[config.mk]
export PLATFORM = sky130hd
export DESIGN_NAME = uart_tx_ctrl
export DESIGN_NICKNAME = d
export VERILOG_FILES = /design/src/rtl/uart_pkg.sv /design/src/rtl/uart_parity_calc.sv /design/src/rtl/uart_tx_ctrl.sv
export SDC_FILE = /design/constraint.sdc
export NUM_CORES = 1
export LEC_CHECK = 0
export CAP_MARGIN = 20
export CORE_AREA = 5 5 42 44
export CTS_CLUSTER_SIZE = 28
export DETAILED_ROUTE_END_ITERATION = 8
export DIE_AREA = 0 0 47 49
export PLACE_DENSITY = 0.61
export REMOVE_ABC_BUFFERS = 1
export SLEW_MARGIN = 5
export SYNTH_ARGS = -nofsm -noshare
export SYNTH_HDL_FRONTEND = slang
export SYNTH_SLANG_ARGS = --single-unit
[constraint.sdc]
create_clock -name clk -period 2.5 [get_ports clk]
set_input_delay 0.75 -clock clk [delete_from_list [all_inputs] [get_ports clk]]
set_output_delay 0.75 -clock clk [all_outputs]
set_load 0.05 [all_outputs]
[src/rtl/uart_pkg.sv]
// uart_pkg: shared constants for the UART transmit path.
//   - Frame controller state encoding (3-bit, legacy-compatible values).
//   - Line levels for the start and stop bits.
//   - Parity type select values for PAR_TYP.
package uart_pkg;

  localparam logic [2:0] IDLE   = 3'd0;
  localparam logic [2:0] START  = 3'd1;
  localparam logic [2:0] DATA   = 3'd2;
  localparam logic [2:0] PARITY = 3'd3;
  localparam logic [2:0] STOP   = 3'd4;

  localparam logic START_BIT = 1'b0;
  localparam logic STOP_BIT  = 1'b1;

  localparam logic PAR_EVEN = 1'b0;
  localparam logic PAR_ODD  = 1'b1;

endpackage

[src/rtl/uart_parity_calc.sv]
// uart_parity_calc: combinational parity for one data word.
// Ports:
//   P_DATA  in  [DATA_WIDTH-1:0]  data word
//   PAR_TYP in  1                 PAR_EVEN / PAR_ODD
//   parity  out 1                 bit that makes the total count even/odd
module uart_parity_calc
  import uart_pkg::*;
#(
  parameter int DATA_WIDTH = 8
) (
  input  logic [DATA_WIDTH-1:0] P_DATA,
  input  logic                  PAR_TYP,
  output logic                  parity
);

  assign parity = (^P_DATA) ^ (PAR_TYP == PAR_ODD);

endmodule

[src/rtl/uart_tx_ctrl.sv]
// uart_tx_ctrl: UART transmit frame controller. Builds start bit, serialized
// data (from the downstream serializer), optional parity and stop bit(s) on
// TX_OUT, and drives the serializer shift enable.
// Ports:
//   clk        in  1               bit clock, one bit period per cycle
//   RST        in  1               asynchronous reset, active-low
//   P_DATA     in  [DATA_WIDTH-1:0] parallel word, used for parity only
//   Data_Valid in  1               word-offer strobe
//   PAR_EN     in  1               1 inserts a parity bit
//   PAR_TYP    in  1               0 even, 1 odd
//   ser_data   in  1               current serializer data bit
//   ser_done   in  1               high while the last data bit is on ser_data
//   ser_en     out 1               serializer shift enable
//   busy       out 1               frame in progress (accept gate)
//   TX_OUT     out 1               serial line
// Build option: UART_TX_STOP2_EN defined -> two stop bits per frame.
module uart_tx_ctrl
  import uart_pkg::*;
#(
  parameter int DATA_WIDTH = 8
) (
  input  logic                  clk,
  input  logic                  RST,
  input  logic [DATA_WIDTH-1:0] P_DATA,
  input  logic                  Data_Valid,
  input  logic                  PAR_EN,
  input  logic                  PAR_TYP,
  input  logic                  ser_data,
  input  logic                  ser_done,
  output logic                  ser_en,
  output logic                  busy,
  output logic                  TX_OUT
);

  logic [2:0] state;
  logic [2:0] state_nxt;
  logic       par_en_q;
  logic       par_bit_q;
  logic       par_calc;
  logic       accept;
  logic       stop_last;

  uart_parity_calc #(
    .DATA_WIDTH(DATA_WIDTH)
  ) u_parity (
    .P_DATA (P_DATA),
    .PAR_TYP(PAR_TYP),
    .parity (par_calc)
  );

  assign accept = (state == IDLE) && Data_Valid && !busy;

`ifdef UART_TX_STOP2_EN
  // Low on the first stop cycle, high on the second.
  logic stop_cnt;

  always_ff @(posedge clk or negedge RST) begin
    if (!RST) begin
      stop_cnt <= 1'b0;
    end else if (state == STOP) begin
      stop_cnt <= ~stop_cnt;
    end else begin
      stop_cnt <= 1'b0;
    end
  end

  assign stop_last = stop_cnt;
`else
  assign stop_last = 1'b1;
`endif

  always_comb begin
    state_nxt = state;
    case (state)
      IDLE:    if (accept) state_nxt = START;
      START:   state_nxt = DATA;
      DATA:    if (ser_done) state_nxt = par_en_q ? PARITY : STOP;
      PARITY:  state_nxt = STOP;
      STOP:    if (stop_last) state_nxt = IDLE;
      default: state_nxt = IDLE;
    endcase
  end

  // The latched parity bit already folds in PAR_TYP, so the frame's parity
  // type is frozen through par_bit_q without a separate type flop.
  always_ff @(posedge clk or negedge RST) begin
    if (!RST) begin
      state     <= IDLE;
      busy      <= 1'b0;
      par_en_q  <= 1'b0;
      par_bit_q <= 1'b0;
    end else begin
      state <= state_nxt;
      if (accept) begin
        busy      <= 1'b1;
        par_en_q  <= PAR_EN;
        par_bit_q <= par_calc;
      end else if ((state == STOP) && stop_last) begin
        busy <= 1'b0;
      end
    end
  end

  always_comb begin
    TX_OUT = STOP_BIT;
    ser_en = 1'b0;
    case (state)
      START: begin
        TX_OUT = START_BIT;
        ser_en = 1'b1;
      end
      DATA: begin
        TX_OUT = ser_data;
        ser_en = !ser_done;
      end
      PARITY:  TX_OUT = par_bit_q;
      default: TX_OUT = STOP_BIT;
    endcase
  end

endmodule

# [After elaboration in Yosys (flattened, before gate mapping)]
# Cells that the tools add are included.
[word_totals] reg_bits=6 inputBits=15 output_inout_bits=3 wordCells=27
[classes] n_eq_ne=6 muxes=8 bitwise_logic=1 reduce_logical=8
[ops] op="3-bit case mux with 4 select lines" count=1
[ops] op="3-bit 2-to-1 mux" count=3
[ops] op="8-bit XOR reduction" count=1
[ops] op="3-bit by 2-bit equality test with 1-bit output, second input constant" count=2
[ops] op="2-bit inequality test, second input constant" count=2
[ops] op="3-bit by 1-bit equality test with 1-bit output, second input constant" count=1
[ops] op="3-bit equality test, second input constant" count=1
[ops] op="3-bit logical NOT" count=1
[ops] op="1-bit case mux with 3 select lines" count=1
[ops] op="1-bit logical AND" count=2
[ops] op="1-bit logical NOT" count=2
[ops] op="1-bit 2-to-1 mux" count=2
[ops] op="1-bit case mux with 2 select lines" count=1
[ops] op="2-bit AND reduction" count=1
[ops] op="2-bit nonzero test" count=1
[ops] op="1-bit bitwise XOR" count=1

# [Depth between registers and ports, before layout]
# Gate-level depths: netlist of the first run.
[depth] depth_word=5 mapped_depth=4 ltp_nobuf=4

# [Cells and area by module]
# From an unflattened synthesis of the first run, not the netlist that was laid out.
[unflattened] hier_cells=37 area_unflattened_um2=402.9
[by_module_without_submodules] mod="uart_tx_ctrl" instances=1 cells_each=30 area_each_um2=320.3 seq_area_each_um2=150.1
[by_module_without_submodules] mod="uart_parity_calc" instances=1 cells_each=7 area_each_um2=82.6 seq_area_each_um2=0.0

# [Worst setup path after synthesis of the first run]
# OpenSTA, ideal clock, no wires.
[synth_path] path_kind="input-to-output" from="input port ser_done" to="output port ser_en" arrival_time_ns=1.679 required_ns=1.750 setup_slack_ns=0.071 stages=2 path_buffers=0 path_cell_list="nand3b_1 -> a21oi_1"
[synth_between] elab_chain_len=2
[synth_lines] element="start, declared" line="uart_tx_ctrl.sv:29" rtl="input logic ser_done,"
[synth_lines] element="1-bit logical NOT" line="uart_tx_ctrl.sv:114" rtl="ser_en = !ser_done;"
[synth_lines] element="1-bit case mux with 2 select lines" line="uart_tx_ctrl.sv:107" rtl="case (state)"
[synth_lines] element="end, declared" line="uart_tx_ctrl.sv:30" rtl="output logic ser_en,"
# Every way passes these cells.

# [Worst setup path after layout of the first run]
[layout_path] from="input port ser_data" to="output port TX_OUT"
[layout_between] elab_chain_len=1
[layout_lines] element="start, declared" line="uart_tx_ctrl.sv:28" rtl="input logic ser_data,"
[layout_lines] element="1-bit case mux with 3 select lines" line="uart_tx_ctrl.sv:107"
[layout_lines] element="end, declared" line="uart_tx_ctrl.sv:32" rtl="output logic TX_OUT"
# Every way passes these cells.

==> key figures, run 1 <==
Run status
  • Status: completed

Place
  • RePlAce Congestion: 0.729
  • HPWL after DPL: 620 microns
  • Port buffer count: 17
  • Placed cell area: 586 sq um
  • Placed Cells: 70

STA
  • Clk_skew: 0.000195 ns
  • Max_slew headroom: 67.1%
  • Unrepaired setup endpoints after global routing: no
  • Worst-margin pin slew: 0.492 ns
  • Fin Hold WS: 0.511 ns
  • Max Slew Vio Count: 0
  • Fmax: 0.426 GHz
  • Final setup fails: 0
  • Final hold vios: 0
  • Crit path time final: 2.35 ns
  • Fin crit share: 93.8%

Critical path
  • Crit start category: input pin
  • CP required: 1.75 ns
  • Kind of critical path: input pin to primary output
  • Maximum fanout along the worst path: 1
  • Crit. End Element: primary output
  • Arrival time worst endpoint: 1.60 ns

Yosys
  • Synth Area per Inst: 10.4 sq um
  • Post-synth cell types: 20
  • Post-synth EDFFs: 0
  • Synthesized flop and latch total: 6
  • Yosys top cell by area: dfrtp_1
  • Sequential area share after synthesis: 39.0%
  • Synth warn: 0
  • Cells after Synth: 37
  • Mapped Area: 385 sq um
  • Yosys top cell area share: 39.0%
  • Most used DFF post-synth: dfrtp_1
  • Synth top cells by count: a21oi_1, dfrtp_1, nand2b_1, xnor2_1, nor2_1
  • Post-synthesis async set-or-reset flop share: 100%
  • Synth area leaders: dfrtp_1, xnor2_1, a21oi_1

Clocking
  • # hold bufs at CTS: 0
  • CTS tree: yes
  • Largest buffer count on any clock path: 2
  • Clock slew at reported path FFs: 0.04 ns
  • Clock sinks: 6
  • H-tree depth: 1
  • TritonCTS buffer count: 3
  • Post-CTS Setup Bufs: 0
  • Clock Root Buffer: clkbuf_4
  • Worst-Skew Late Latency: 0.24 ns

Drt
  • Drt total wl: 814 microns
  • Vias after detailed routing: 323
  • DR vias/cell: 4.42
  • Wl on met1: 349 microns
  • DR iter-0 viols: 4
  • Routed wl met2: 384 microns
  • DR top layer: met3
  • DR WL met3: 80 microns
  • WL/cell: 11.2 microns
  • TritonRoute pass-1 iters: 2
  • Post-route ant nets: 0
  • Drt drc: 0

Floorplan
  • Width of the chip: 47 microns
  • Die height: 49 microns
  • # IOs: 18
  • Row count: 14
  • Die Area: 2300 sq um
  • Core area: 1400 sq um
  • Initial Util: 27.5%

Pwr
  • Switching Share: 39.7%
  • PwrDens: 952 nW/um^2
  • Clock share of power: 14.7%
  • Net Sw Power: 0.237 mW
  • Worst VDD drop: 0.000602 V
  • Internal Power: 0.361 mW
  • Reg power frac: 30.5%
  • Combinational share of power: 54.8%
  • Pleak: 0.262 nW

GRT
  • First-pass GRT wire length: 1350 microns
  • Initial antenna violation count: 0
  • Vias in the first global route: 312
  • GR Overflow Total: 0
  • Largest net degree at the start of global routing: 11
  • Gr usage total: 8.36%

Layout
  • Layout area overhead: 63.0%
  • # diodes: 0
  • Layout cells sized above 1: 24.6%
  • Design area: 628 sq um
  • Final std cells w/o fill: 73
  • Final #Nets: 74

Min path
  • Worst Hold Class: flip-flop to flip-flop

Flow run
  • Max-cap viol count: 0
[kinds of logic (layout without fill, tap and decap cells)]
kind of cell    count (synthesis)  count (layout)  share of synthesized area [%]
buf+inv                         2              22                           2.27
mux                             2               2                           6.82
simple gates                   13              13                           20.8
flops                           6               6                           39.0
xor+xnor                        7               7                           21.8
compound gates                  7               7                           9.42
[cell usage in the layout (no fill, tap or decap), types with 2 or more instances in the layout]
| master | count |
|---|---|
| nand2b_1 | 4 |
| xnor2_1 | 4 |
| clkdlybuf4s50_1 | 13 |
| dfrtp_1 | 6 |
| nor2_1 | 2 |
| a21oi_1 | 5 |
| clkbuf_4 | 3 |
[power groups by stage]
stage	sequential, mW	clock, mW	combinational [mW]
floorplan	0.196	0	0.180
global placement	0.183	0	0.302
detailed placement	0.181	0	0.304
CTS	0.181	0.0919	0.331
global route	0.190	0.103	0.350
finish	0.182	0.0880	0.327
[metrics by stage]
| step | setup TNS (ns) | power [mW] | utilization [%] | setup slack [ns] |
|---|---|---|---|---|
| 2_1_floorplan | 0 | 0.376 | - | 0.0663 |
| 3_3_place_gp | -0.0711 | 0.485 | 41.8 | -0.0711 |
| 3_5_place_dp | -0.0847 | 0.485 | 41.8 | -0.0847 |
| 4_1_cts | 0 | 0.604 | 44.6 | 0.0468 |
| 5_1_grt | 0 | 0.644 | 44.8 | 0.0959 |
| 6_report | 0 | 0.598 | 44.8 | 0.154 |
[layout make-up]
class	count	area [sq um]
Tap cell	16	20.0
Multi-Input combinational cell	29	238
Timing Repair Buffer	18	194
Fill cell	136	773
Sequential cell	6	150
Clock buffer	3	22.5
Inverter	1	3.75
[repair_timing]
| item | in CTS | in global routing |
|---|---|---|
| pin swaps | 1 | 1 |
| gates resized for setup | 6 | 1 |
| setup endpoints to repair | 2 | 1 |
[worst paths after layout]
check / from / to / slack, ns / depth (start not counted)
hold / removal: par_bit_q$_DFFE_PN0P_ / par_bit_q$_DFFE_PN0P_ / 0.51 / 1
max in group asynchronous: RST / state[1]$_DFFE_PN0P_ / 1.53 / 1
hold reg to reg: par_bit_q$_DFFE_PN0P_ / par_bit_q$_DFFE_PN0P_ / 0.51 / 1
min in group asynchronous: RST / par_bit_q$_DFFE_PN0P_ / 0.75 / 1
setup / recovery: ser_data / TX_OUT / 0.15 / 5
setup reg to reg: state[2]$_DFFE_PN0P_ / par_en_q$_DFFE_PN0P_ / 1.14 / 2
[sequential cells by signal, summed over array words and instances, names as in the netlist]
signal	count
busy	1
par_bit_q	1
par_en_q	1
state	3
[routing by layer]
| metal | up-vias | global-route usage, % |
|---|---|---|
| met5 | - | 0 |
| met4 | 0 | 1.38 |
| met3 | 0 | 6.64 |
| met2 | 11 | 10.9 |
| met1 | 144 | 11.0 |
| li1 | 168 | - |
[critical path, cell delays in order]
cell and delay (ns):
dlygate4sd2_1 0.24, nor3b_2 0.16, a21oi_1 0.05, or2_4 0.24
buf_8 0.15
Note: power is estimated with default switching activity, not from simulation.
==> run 2, diff against run 1 <==
Settings changed: SLEW_MARGIN 5 to 20.
==> results of run 2 <==
Final layout, timing and power as in run 1 (identical DEF).
==> run 3, diff against run 2 <==
Settings changed: REMOVE_ABC_BUFFERS 1 to default.
==> run 3 against run 2 <==
- non-clock buffer count stayed put
- count of clock-buffer cells in the layout is the same
- setup slack got worse by 0.12 ns
- sequential power barely moved
- combinational power about the same
- power is 0.49% lower
- clock power shrank 4.2%
- cell count did not move
- wire length is 12% lower
==> key figures, run 3 (synthesized netlist as in run 1, its figures left out) <==
Critical path
  • Slowest CP cell: clkdlybuf4s50_1 (was dlygate4sd2_1)
  • R2r endpoint: par_en_q$_DFFE_PN0P_ (unchanged)
  • Crit-path max cell delay: 0.42 ns (was 0.24 ns)
  • Kind of critical path: input pin to primary output (unchanged)
  • Crit start category: input pin (unchanged)
  • Arrival time worst endpoint: 1.71 ns (was 1.60 ns)
  • Worst reg2reg setup slack: 1.14 ns (about the same)
  • R2R depth: 2 (unchanged)
  • Maximum fanout along the worst path: 2 (was 1)
  • FF-to-FF Start: state[2]$_DFFE_PN0P_ (unchanged)
  • Crit. End Element: primary output (unchanged)
  • Critical path, cell by cell: clkdlybuf4s50_1 -> nand3b_1 -> a21oi_2 -> buf_12 (was dlygate4sd2_1 -> nor3b_2 -> a21oi_1 -> or2_4 -> buf_8)
  • CP required: 1.75 ns (about the same)

Clocking
  • Clock slew at reported path FFs: 0.04 ns (about the same)
  • Largest buffer count on any clock path: 2 (unchanged)
  • # hold bufs at CTS: 0 (unchanged)
  • TritonCTS buffer count: 3 (unchanged)
  • Worst-Skew Late Latency: 0.24 ns (about the same)
  • H-tree depth: 1 (unchanged)
  • Clock Root Buffer: clkbuf_4 (unchanged)
  • CTS tree: yes (unchanged)
  • Clock sinks: 6 (unchanged)

STA
  • Final setup fails: 0 (unchanged)
  • Min setup slack post-route: 0.0389 ns (was 0.154 ns)
  • Crit path time final: 2.46 ns (was 2.35 ns)
  • Unrepaired setup endpoints after global routing: no (unchanged)
  • Fin crit share: 98.4% (was 93.8%)
  • Fmax: 0.406 GHz (was 0.426 GHz)
  • Worst-margin pin slew: 0.492 ns (about the same)
  • Max_slew headroom: 67.1% (about the same)
  • Clk_skew: 0.00158 ns (was 0.000195 ns)
  • Final hold vios: 0 (unchanged)
  • Setup TNS: 0 ns (unchanged)
  • Max Slew Vio Count: 0 (unchanged)

Min path
  • Worst Hold Class: flip-flop to flip-flop (unchanged)
  • Hold path depth: 1 (unchanged)
  • Hold path endpoint: par_bit_q$_DFFE_PN0P_ (unchanged)
  • Hold_sp: par_bit_q$_DFFE_PN0P_ (unchanged)

Floorplan
  • Die height: 49 microns (unchanged)
  • Row count: 14 (unchanged)
  • Width of the chip: 47 microns (unchanged)
  • Die Area: 2300 sq um (unchanged)
  • Initial Util: 27.5% (unchanged)
  • Core area: 1400 sq um (unchanged)
  • # IOs: 18 (unchanged)

Drt
  • Post-route ant nets: 0 (unchanged)
  • TritonRoute pass-1 iters: 2 (unchanged)
  • Drt total wl: 716 microns (was 814 microns)
  • DR vias/cell: 4.55 (was 4.42)
  • DR iter-0 viols: 7 (was 4)
  • WL/cell: 9.81 microns (was 11.2 microns)
  • Vias after detailed routing: 332 (was 323)
  • Drt drc: 0 (unchanged)

Yosys
  • Syn_nets: 52

Pwr
  • Internal Power: 0.361 mW (about the same)
  • PwrDens: 945 nW/um^2 (was 952 nW/um^2)
  • Clock share of power: 14.2% (was 14.7%)
  • Worst VDD drop: 0.000334 V (was 0.000602 V)
  • Pleak: 0.260 nW (was 0.262 nW)
  • Total Power: 0.595 mW (was 0.598 mW)
  • Net Sw Power: 0.234 mW (was 0.237 mW)
  • Combinational share of power: 55.1% (was 54.8%)
  • Reg power frac: 30.7% (was 30.5%)
  • Switching Share: 39.3% (was 39.7%)

GRT
  • Largest net degree at the start of global routing: 11 (unchanged)
  • Gr usage total: 7.15% (was 8.36%)
  • Met1 global-route usage: 6.49% (was 11.0%)
  • Busiest grt layer: met2 (was met1)
  • Grt met2 use: 12.0% (was 10.9%)
  • First-pass GRT wire length: 1180 microns (was 1350 microns)
  • GR Overflow Total: 0 (unchanged)
  • Vias in the first global route: 330 (was 312)
  • Initial antenna violation count: 0 (unchanged)
  • Met3 Resource Use GR: 2.58% (was 6.64%)

Layout
  • Largest register FFs: 3 (unchanged)
  • Final #Nets: 74 (unchanged)
  • Commonest non-fill, non-tap cells in the layout: clkdlybuf4s50_1, dfrtp_1, a21oi_1 (unchanged)
  • Design area: 629 sq um (was 628 sq um)
  • Biggest register: state (unchanged)
  • Fill cells: 144 (was 136)
  • Final core occ: 44.9% (was 44.8%)
  • Most common cell after layout, fill and taps aside: clkdlybuf4s50_1 (unchanged)
  • Layout cells sized above 1: 24.6% (unchanged)
  • Layout area overhead: 63.3% (was 63.0%)
  • # diodes: 0 (unchanged)

Place
  • DP Worst Slack: -0.0805 ns (was -0.0847 ns)
  • Port buffer count: 17 (unchanged)
  • Placed cell area: 586 sq um (unchanged)
  • HPWL after DPL: 633 microns (was 620 microns)
  • RePlAce Congestion: 0.605 (was 0.729)

Flow run
  • Max-cap viol count: 0 (unchanged)

Run status
  • Status: completed (unchanged)
## run 3: cell types whose count changed in the layout (fill, tap and decap cells not counted)
cell and delta:
dlygate4sd2_1 -1, clkdlybuf4s50_1 +1
## run 3: layer usage
layer  vias to the layer above  share of wire (%)
li1                        167                  -
met3                         2                 11
met4                         0                1.1
met5                         -                  0
met1                       152                 34
met2                        11                 53
## run 3: layout make-up
| class | instances | area [sq um] | area share [%] |
|---|---|---|---|
| multi-input combinational | 29 | 238 | 37.8 |
| timing repair buffer | 18 | 195 | 31.0 |
| sequential | 6 | 150 | 23.9 |
| clock buffer | 3 | 22.5 | 3.58 |
| tap | 16 | 20.0 | 3.18 |
| inverter | 1 | 3.75 | 0.596 |
## run 3: repair_timing
action,4_1_cts,5_1_grt
pin swaps,0,1
setup endpoints to repair,2,1
endpoints found under the hold margin,0,0
setup buffers,0,0
gates resized for setup,5,1
## run 3: critical path: cells and delay by family
| family | cells | cell delay [ns] |
|---|---|---|
| compound gates | 1 | 0.21 |
| buf+inv | 2 | 0.58 |
| simple gates | 1 | 0.18 |
## run 3: worst max path at each step
stage,depth (start not counted),slack (ns),start,end
floorplan,2,0.07,ser_done,ser_en
global placement,5,-0.07,ser_data,TX_OUT
detailed placement,5,-0.08,ser_data,TX_OUT
CTS,5,-0.004,ser_data,TX_OUT
global route,4,0.007,ser_done,ser_en
finish,4,0.04,ser_done,ser_en
## run 3: power by group through the flow
stage	clock network [mW]	logic [mW]	registers, mW
after CTS	0.0895	0.332	0.183
after global routing	0.0947	0.351	0.192
final	0.0843	0.328	0.183
after detailed placement	0	0.307	0.183
after global placement	0	0.302	0.183
after floorplan	0	0.200	0.182
## run 3: per-stage QoR
| step | hold slack (ns) | instances |
|---|---|---|
| after floorplan | 0.454 | 37 |
| after global placement | 0.513 | 70 |
| after detailed placement | 0.513 | 70 |
| after CTS | 0.522 | 73 |
| after global routing | 0.548 | 73 |
| final | 0.517 | 73 |
